**config.mk**
```make
export PLATFORM = sky130hd
export DESIGN_NAME = instr_fetch_issue
export DESIGN_NICKNAME = d
export VERILOG_FILES = /design/src/rtl/instr_fetch_issue_pkg.sv /design/src/rtl/instr_fetch_issue_fetch_history.sv /design/src/rtl/instr_fetch_issue.sv
export SDC_FILE = /design/constraint.sdc
export NUM_CORES = 1
export LEC_CHECK = 0
export CAP_MARGIN = 15
export CORE_AREA = 10 10 149 96
export CTS_BUF_LIST = sky130_fd_sc_hd__clkbuf_4 sky130_fd_sc_hd__clkbuf_8
export CTS_CLUSTER_SIZE = 25
export DETAILED_ROUTE_END_ITERATION = 10
export DIE_AREA = 0 0 159 106
export HOLD_SLACK_MARGIN = 0.05
export PLACE_DENSITY_LB_ADDON = 0.12
export SYNTH_ARGS = -nofsm -noshare
export SYNTH_HDL_FRONTEND = slang
export SYNTH_SLANG_ARGS = --single-unit
```
**constraint.sdc**
```tcl
create_clock -name clk -period 5.15 [get_ports clk]
set_clock_uncertainty 0.2 [all_clocks]
set_input_delay 1.545 -clock clk [delete_from_list [all_inputs] [get_ports clk]]
set_output_delay 1.545 -clock clk [all_outputs]
set_load 0.005 [all_outputs]
```
**src/rtl/instr_fetch_issue_pkg.sv**
```systemverilog
// Shared types and constants for the IF-stage fetch/issue block.
// Build option: FETCH_STATS_EN adds bubble/flush statistics counters to instr_fetch_issue.
package instr_fetch_issue_pkg;

    localparam int ISIZE = 16;

    localparam logic [ISIZE-1:0] NOP_WORD = 16'h7000;
    localparam logic [3:0]       OP_EXEC  = 4'h8;

    typedef enum logic [1:0] {
        FS_BOOT   = 2'd0,
        FS_RUN    = 2'd1,
        FS_BUBBLE = 2'd2
    } fetch_state_e;

endpackage

```
**src/rtl/instr_fetch_issue_fetch_history.sv**
```systemverilog
// Issue register plus two history stages feeding the 3-back tap; every stage
// shifts on every clock, bubbles included, so the pre-decoder sees exact issue order.
module fetch_history
    import instr_fetch_issue_pkg::*;
#(
    parameter logic [ISIZE-1:0] NOP = NOP_WORD
) (
    input  logic             clk,
    input  logic             rst,
    input  logic [ISIZE-1:0] issue_d,
    output logic [ISIZE-1:0] issue_q,
    output logic [ISIZE-1:0] last3_q
);

    // stage 0 = issue, 1 = h1, 2 = h2, 3 = last3
    logic [ISIZE-1:0] stage_q [0:3];

    always_ff @(posedge clk or posedge rst) begin
        if (rst) begin
            for (int i = 0; i < 4; i++) begin
                stage_q[i] <= NOP;
            end
        end else begin
            stage_q[0] <= issue_d;
            for (int i = 1; i < 4; i++) begin
                stage_q[i] <= stage_q[i-1];
            end
        end
    end

    assign issue_q = stage_q[0];
    assign last3_q = stage_q[3];

endmodule

```
**src/rtl/instr_fetch_issue.sv**
```systemverilog
// IF stage: owns the PC, issues imem words or NOP bubbles per the pre-decoder hazard inputs.
// Build option: FETCH_STATS_EN adds saturating bubble_cnt/flush_cnt outputs.
module instr_fetch_issue
    import instr_fetch_issue_pkg::*;
#(
    parameter int               ASIZE     = 16,
    parameter logic [ASIZE-1:0] RESET_PC  = '0,
    parameter logic [ISIZE-1:0] NOP_INSTR = NOP_WORD,
    parameter int               MAX_STALL = 4
) (
    input  logic             clk,
    input  logic             rst,
    input  logic             pc_en,
    input  logic             instr_sel,
    input  logic             branch_taken,
    input  logic [ASIZE-1:0] branch_target,
    output logic [ASIZE-1:0] imem_addr,
    input  logic [ISIZE-1:0] imem_data,
    output logic [ISIZE-1:0] issue_instr,
    output logic [ISIZE-1:0] last3_instr,
    output logic [ASIZE-1:0] issue_pc,
    output logic             bubble_q,
    output logic             stall_err
`ifdef FETCH_STATS_EN
    ,
    output logic [15:0]      bubble_cnt,
    output logic [15:0]      flush_cnt
`endif
);

    localparam logic [3:0] MAX_STALL_C = 4'(MAX_STALL);

    fetch_state_e     state_q, state_d;
    logic [ASIZE-1:0] pc_q, pc_d;
    logic [ASIZE-1:0] issue_pc_q, issue_pc_d;
    logic [ISIZE-1:0] issue_d;
    logic             bubble_d;
    logic [3:0]       stall_run_q, stall_run_d;
    logic             stall_err_q, stall_err_d;

    always_comb begin
        state_d     = state_q;
        pc_d        = pc_q;
        issue_d     = NOP_INSTR;
        issue_pc_d  = issue_pc_q;
        bubble_d    = 1'b1;
        stall_run_d = stall_run_q;

        if (state_q == FS_BOOT) begin
            state_d = FS_RUN;
        end else begin
            if (branch_taken) begin
                pc_d        = branch_target;
                stall_run_d = '0;
            end else if (instr_sel) begin
                if (pc_en) pc_d = pc_q + ASIZE'(1);
                if (stall_run_q < MAX_STALL_C) stall_run_d = stall_run_q + 4'd1;
            end else begin
                issue_d     = imem_data;
                issue_pc_d  = pc_q;
                bubble_d    = 1'b0;
                stall_run_d = '0;
                if (pc_en) pc_d = pc_q + ASIZE'(1);
            end
            state_d = bubble_d ? FS_BUBBLE : FS_RUN;
        end

        // Set on the same edge that issues the MAX_STALL-th consecutive bubble.
        stall_err_d = stall_err_q | (stall_run_d == MAX_STALL_C);
    end

    always_ff @(posedge clk or posedge rst) begin
        if (rst) begin
            state_q     <= FS_BOOT;
            pc_q        <= RESET_PC;
            issue_pc_q  <= '0;
            bubble_q    <= 1'b1;
            stall_run_q <= '0;
            stall_err_q <= 1'b0;
        end else begin
            state_q     <= state_d;
            pc_q        <= pc_d;
            issue_pc_q  <= issue_pc_d;
            bubble_q    <= bubble_d;
            stall_run_q <= stall_run_d;
            stall_err_q <= stall_err_d;
        end
    end

    fetch_history #(
        .NOP (NOP_INSTR)
    ) u_history (
        .clk     (clk),
        .rst     (rst),
        .issue_d (issue_d),
        .issue_q (issue_instr),
        .last3_q (last3_instr)
    );

    assign imem_addr = pc_q;
    assign issue_pc  = issue_pc_q;
    assign stall_err = stall_err_q;

`ifdef FETCH_STATS_EN
    logic [15:0] bubble_cnt_q, bubble_cnt_d;
    logic [15:0] flush_cnt_q, flush_cnt_d;
    logic        active;

    always_comb begin
        active       = (state_q != FS_BOOT);
        bubble_cnt_d = bubble_cnt_q;
        flush_cnt_d  = flush_cnt_q;
        if (active && branch_taken && (flush_cnt_q != 16'hFFFF))
            flush_cnt_d = flush_cnt_q + 16'd1;
        if (active && !branch_taken && instr_sel && (bubble_cnt_q != 16'hFFFF))
            bubble_cnt_d = bubble_cnt_q + 16'd1;
    end

    always_ff @(posedge clk or posedge rst) begin
        if (rst) begin
            bubble_cnt_q <= '0;
            flush_cnt_q  <= '0;
        end else begin
            bubble_cnt_q <= bubble_cnt_d;
            flush_cnt_q  <= flush_cnt_d;
        end
    end

    assign bubble_cnt = bubble_cnt_q;
    assign flush_cnt  = flush_cnt_q;
`endif

endmodule

```
==> results_dict.tcl <==
set metrics [dict create \
    path_max_fanout 22 \
    slew_headroom_pct 42.45 \
    gp_congestion 0.7382 \
    postCtsHoldBufs 0 \
    clock_sinks 104 \
    hp-class "reg -> reg" \
    die-area_mm2 0.01685 \
    ir_drop_v 0.0001390 \
    vias 2467 \
    syn_area_mm2 0.003949 \
    rsz0062_at_grt "false" \
    yosysTopAreaCell "dfrtp_1" \
    synth_nets 334 \
    fp.dieW_um 159 \
    numCtsBuffers 9 \
    core-area_mm2 0.01167 \
    fin_area_mm2 0.005134 \
    synthCells 295 \
    grt_pass1_vias 2573 \
    r2r_slack_ns 2.96 \
    yosys-top-cells-area "dfrtp_1 (58%), dfstp_2 (8.7%), buf_4 (6.1%)" \
    gr-usage-met3_pct 6.818 \
    clockBufferDepth 2 \
    grt_util_met2_pct 15.01 \
    yosysWarnings 0 \
    busiest_layer "met2" \
    cts-root-buf "clkbuf_8" \
    end_kind "register" \
    start_util_pct 33.82 \
    cts_tree "yes" \
    finalWirelength_um 8786 \
    setup-violations-final 0 \
    pin_count 103 \
    portBuffers 102 \
    tightestPinTransition_ns 0.8600 \
    clk_latency_ns 0.37 \
    drtIter0Drc 95 \
    die_h_um 106 \
    htree_levels 3 \
    synth_cell_type_count 49 \
    worstPathRequired_ns 5.26 \
    synth_top_area_share_pct 57.67 \
    post-cts-setup-buffer-count 0 \
    wl_per_cell_um 16.27 \
    slew_violations 0 \
    critPathLaunch "branch_taken" \
    fin_ws_ns 1.857 \
    fmax_ghz 0.3036 \
    synthFlopType "dfrtp_1" \
    grt_overflow_total 0 \
    start_kind "input port" \
    post_drt_via_cell_ratio 4.569 \
    status "finished clean" \
    hold_viol_final 0 \
    grt_pass1_wl_um 14130 \
    antenna_cells 0 \
    syn_area_per_cell_um2 13.39 \
    place_ws_ns 1.420 \
    drc 0 \
    synth-edff-count 0 \
    cap_violations 0 \
    timing.setup.tns_ns 0 \
    use_met1_pct 13.36 \
    arrival_ns 3.41 \
    ys_ff_latch 104 \
    fp-row-count 31 \
    grt_usage_pct 10.54 \
    finalCriticalPeriod_ns 3.293 \
    r2r-end "issue_pc[2]$_DFFE_PP0P_" \
    power_mw 2.014 \
    place_area_mm2 0.004947 \
    ant_nets 0 \
    antenna_found_initial 0 \
    p_leak_nw 2.190 \
    fin_crit_sh_pct 63.95 \
    r2r-start "state_q[1]$_DFF_PP0_" \
    endpoint "imem_addr[6]$_DFFE_PP0P_" \
    dp_hpwl_um 6270 \
    critPathKind "in -> reg" \
    yosysSeqAreaShare_pct 66.32 \
    area_growth_pct 30.01 \
    first_pass_iters 6 \
    drive_above_1_share_pct 15.73 \
    async_flop_share_pct 100.0 \
    clk_pin_slew_worst_paths_ns 0.10 \
    cts_resized 0 \
    rr_worst_depth 4 \
    grt_max_degree 61 \
    final_nets 409 \
    p_per_area_mw_per_mm2 392.3 \
]
## cell type report
type,count,area (um2)
fill,1116,6541
clock inverter,7,62.56
tap,165,206.4
sequential,104,2619
multi-input combinational,143,1030
clock buffer,9,123.9
timing repair buffer,107,1071
inverter,5,21.27
## where the power goes
group	switching [mW]	total [mW]	internal (mW)	leakage (nW)
sequential	0.116	1.05	0.938	1.31
clock	0.296	0.482	0.186	0.0976
combinational	0.179	0.478	0.299	0.783
## metrics by stage
stage / util [%] / std cells / hold slack, ns
6_report: 43.97 / 540 / 0.1546
5_1_grt: 43.97 / 540 / 0.1632
4_1_cts: 43.97 / 540 / 0.1577
3_5_place_dp: 42.37 / 524 / 0.1347
3_3_place_gp: 42.37 / 524 / 0.1316
2_1_floorplan: - / 295 / 0.1312
## flip-flops by register name (all words and copies together) (netlist names)
register           flops
issue_pc              16
stall_run_q            4
imem_addr             16
bubble_q               1
u_history.issue_q     16
u_history.last3_q     16
u_history.stage_q     32
state_q                2
stall_err              1
## cells in the mapped netlist, drive strengths merged, types with 2 or more instances
library cell	n
dfrtp	91
buf	38
mux2	16
and2	13
dfstp	13
nor2	13
o21ai	12
nand2	11
nor3	9
a21oi	7
nand3	6
a311oi	5
clkbuf	5
inv	5
o22ai	5
mux2i	4
a22oi	3
nand2b	3
nor2b	3
nor4	3
o21a	3
o22a	3
a2bb2oi	2
and3	2
ha	2
nor3b	2
## worst min path at each step
stage,slack [ns],startpoint,end,cells after the start
after floorplan,0.13,u_history.stage_q[16]$_DFF_PP0_,u_history.last3_q[0]$_DFF_PP0_,0
after global placement,0.13,u_history.stage_q[38]$_DFF_PP0_,u_history.stage_q[22]$_DFF_PP0_,0
after detailed placement,0.13,u_history.stage_q[26]$_DFF_PP0_,u_history.last3_q[10]$_DFF_PP0_,0
after CTS,0.16,u_history.stage_q[37]$_DFF_PP0_,u_history.stage_q[21]$_DFF_PP0_,0
after global routing,0.16,u_history.stage_q[37]$_DFF_PP0_,u_history.stage_q[21]$_DFF_PP0_,0
final,0.15,u_history.stage_q[16]$_DFF_PP0_,u_history.last3_q[0]$_DFF_PP0_,0
## critical path: stages
cell	delay, ns
clkdlybuf4s50_1	0.45
buf_4	0.26
o22ai_1	0.14
buf_4	0.21
or4_1	0.52
a21oi_1	0.16
a221o_1	0.12
## cells by family after synthesis
family | Yosys count | share of synthesized area, %
muxes | 20 | 5.577
adders and majority gates | 2 | 0.6336
and+or+nand+nor | 68 | 10.39
DFF | 104 | 66.32
buffers and inverters | 48 | 7.763
AOI/OAI and AO/OA | 53 | 9.316
## layer usage
layer	up-vias	part of all wire (%)
met2	91	42
li1	1146	-
met4	0	0.63
met1	1224	46
met3	6	11
met5	-	0
## cells in the final DEF (no fill, tap or decap), types with 3 or more instances in the layout
cell type | Yosys | routed
nand3_1 | 4 | 4
nand2b_1 | 3 | 3
o22a_1 | 3 | 3
clkbuf_8 | 0 | 9
o22ai_1 | 5 | 5
and2_1 | 13 | 13
o21ai_0 | 12 | 12
nor2_1 | 13 | 13
clkdlybuf4s50_1 | 0 | 102
mux2i_1 | 4 | 4
a22oi_1 | 3 | 3
clkinv_4 | 0 | 3
o21a_1 | 3 | 3
inv_1 | 5 | 4
buf_4 | 32 | 4
a21oi_1 | 7 | 7
nor2b_1 | 3 | 3
nor3_1 | 7 | 7
nand2_1 | 11 | 11
dfstp_2 | 13 | 13
dfrtp_1 | 91 | 91
a311oi_1 | 5 | 5
mux2_2 | 16 | 16
Note: power is estimated with default switching activity, not from simulation.
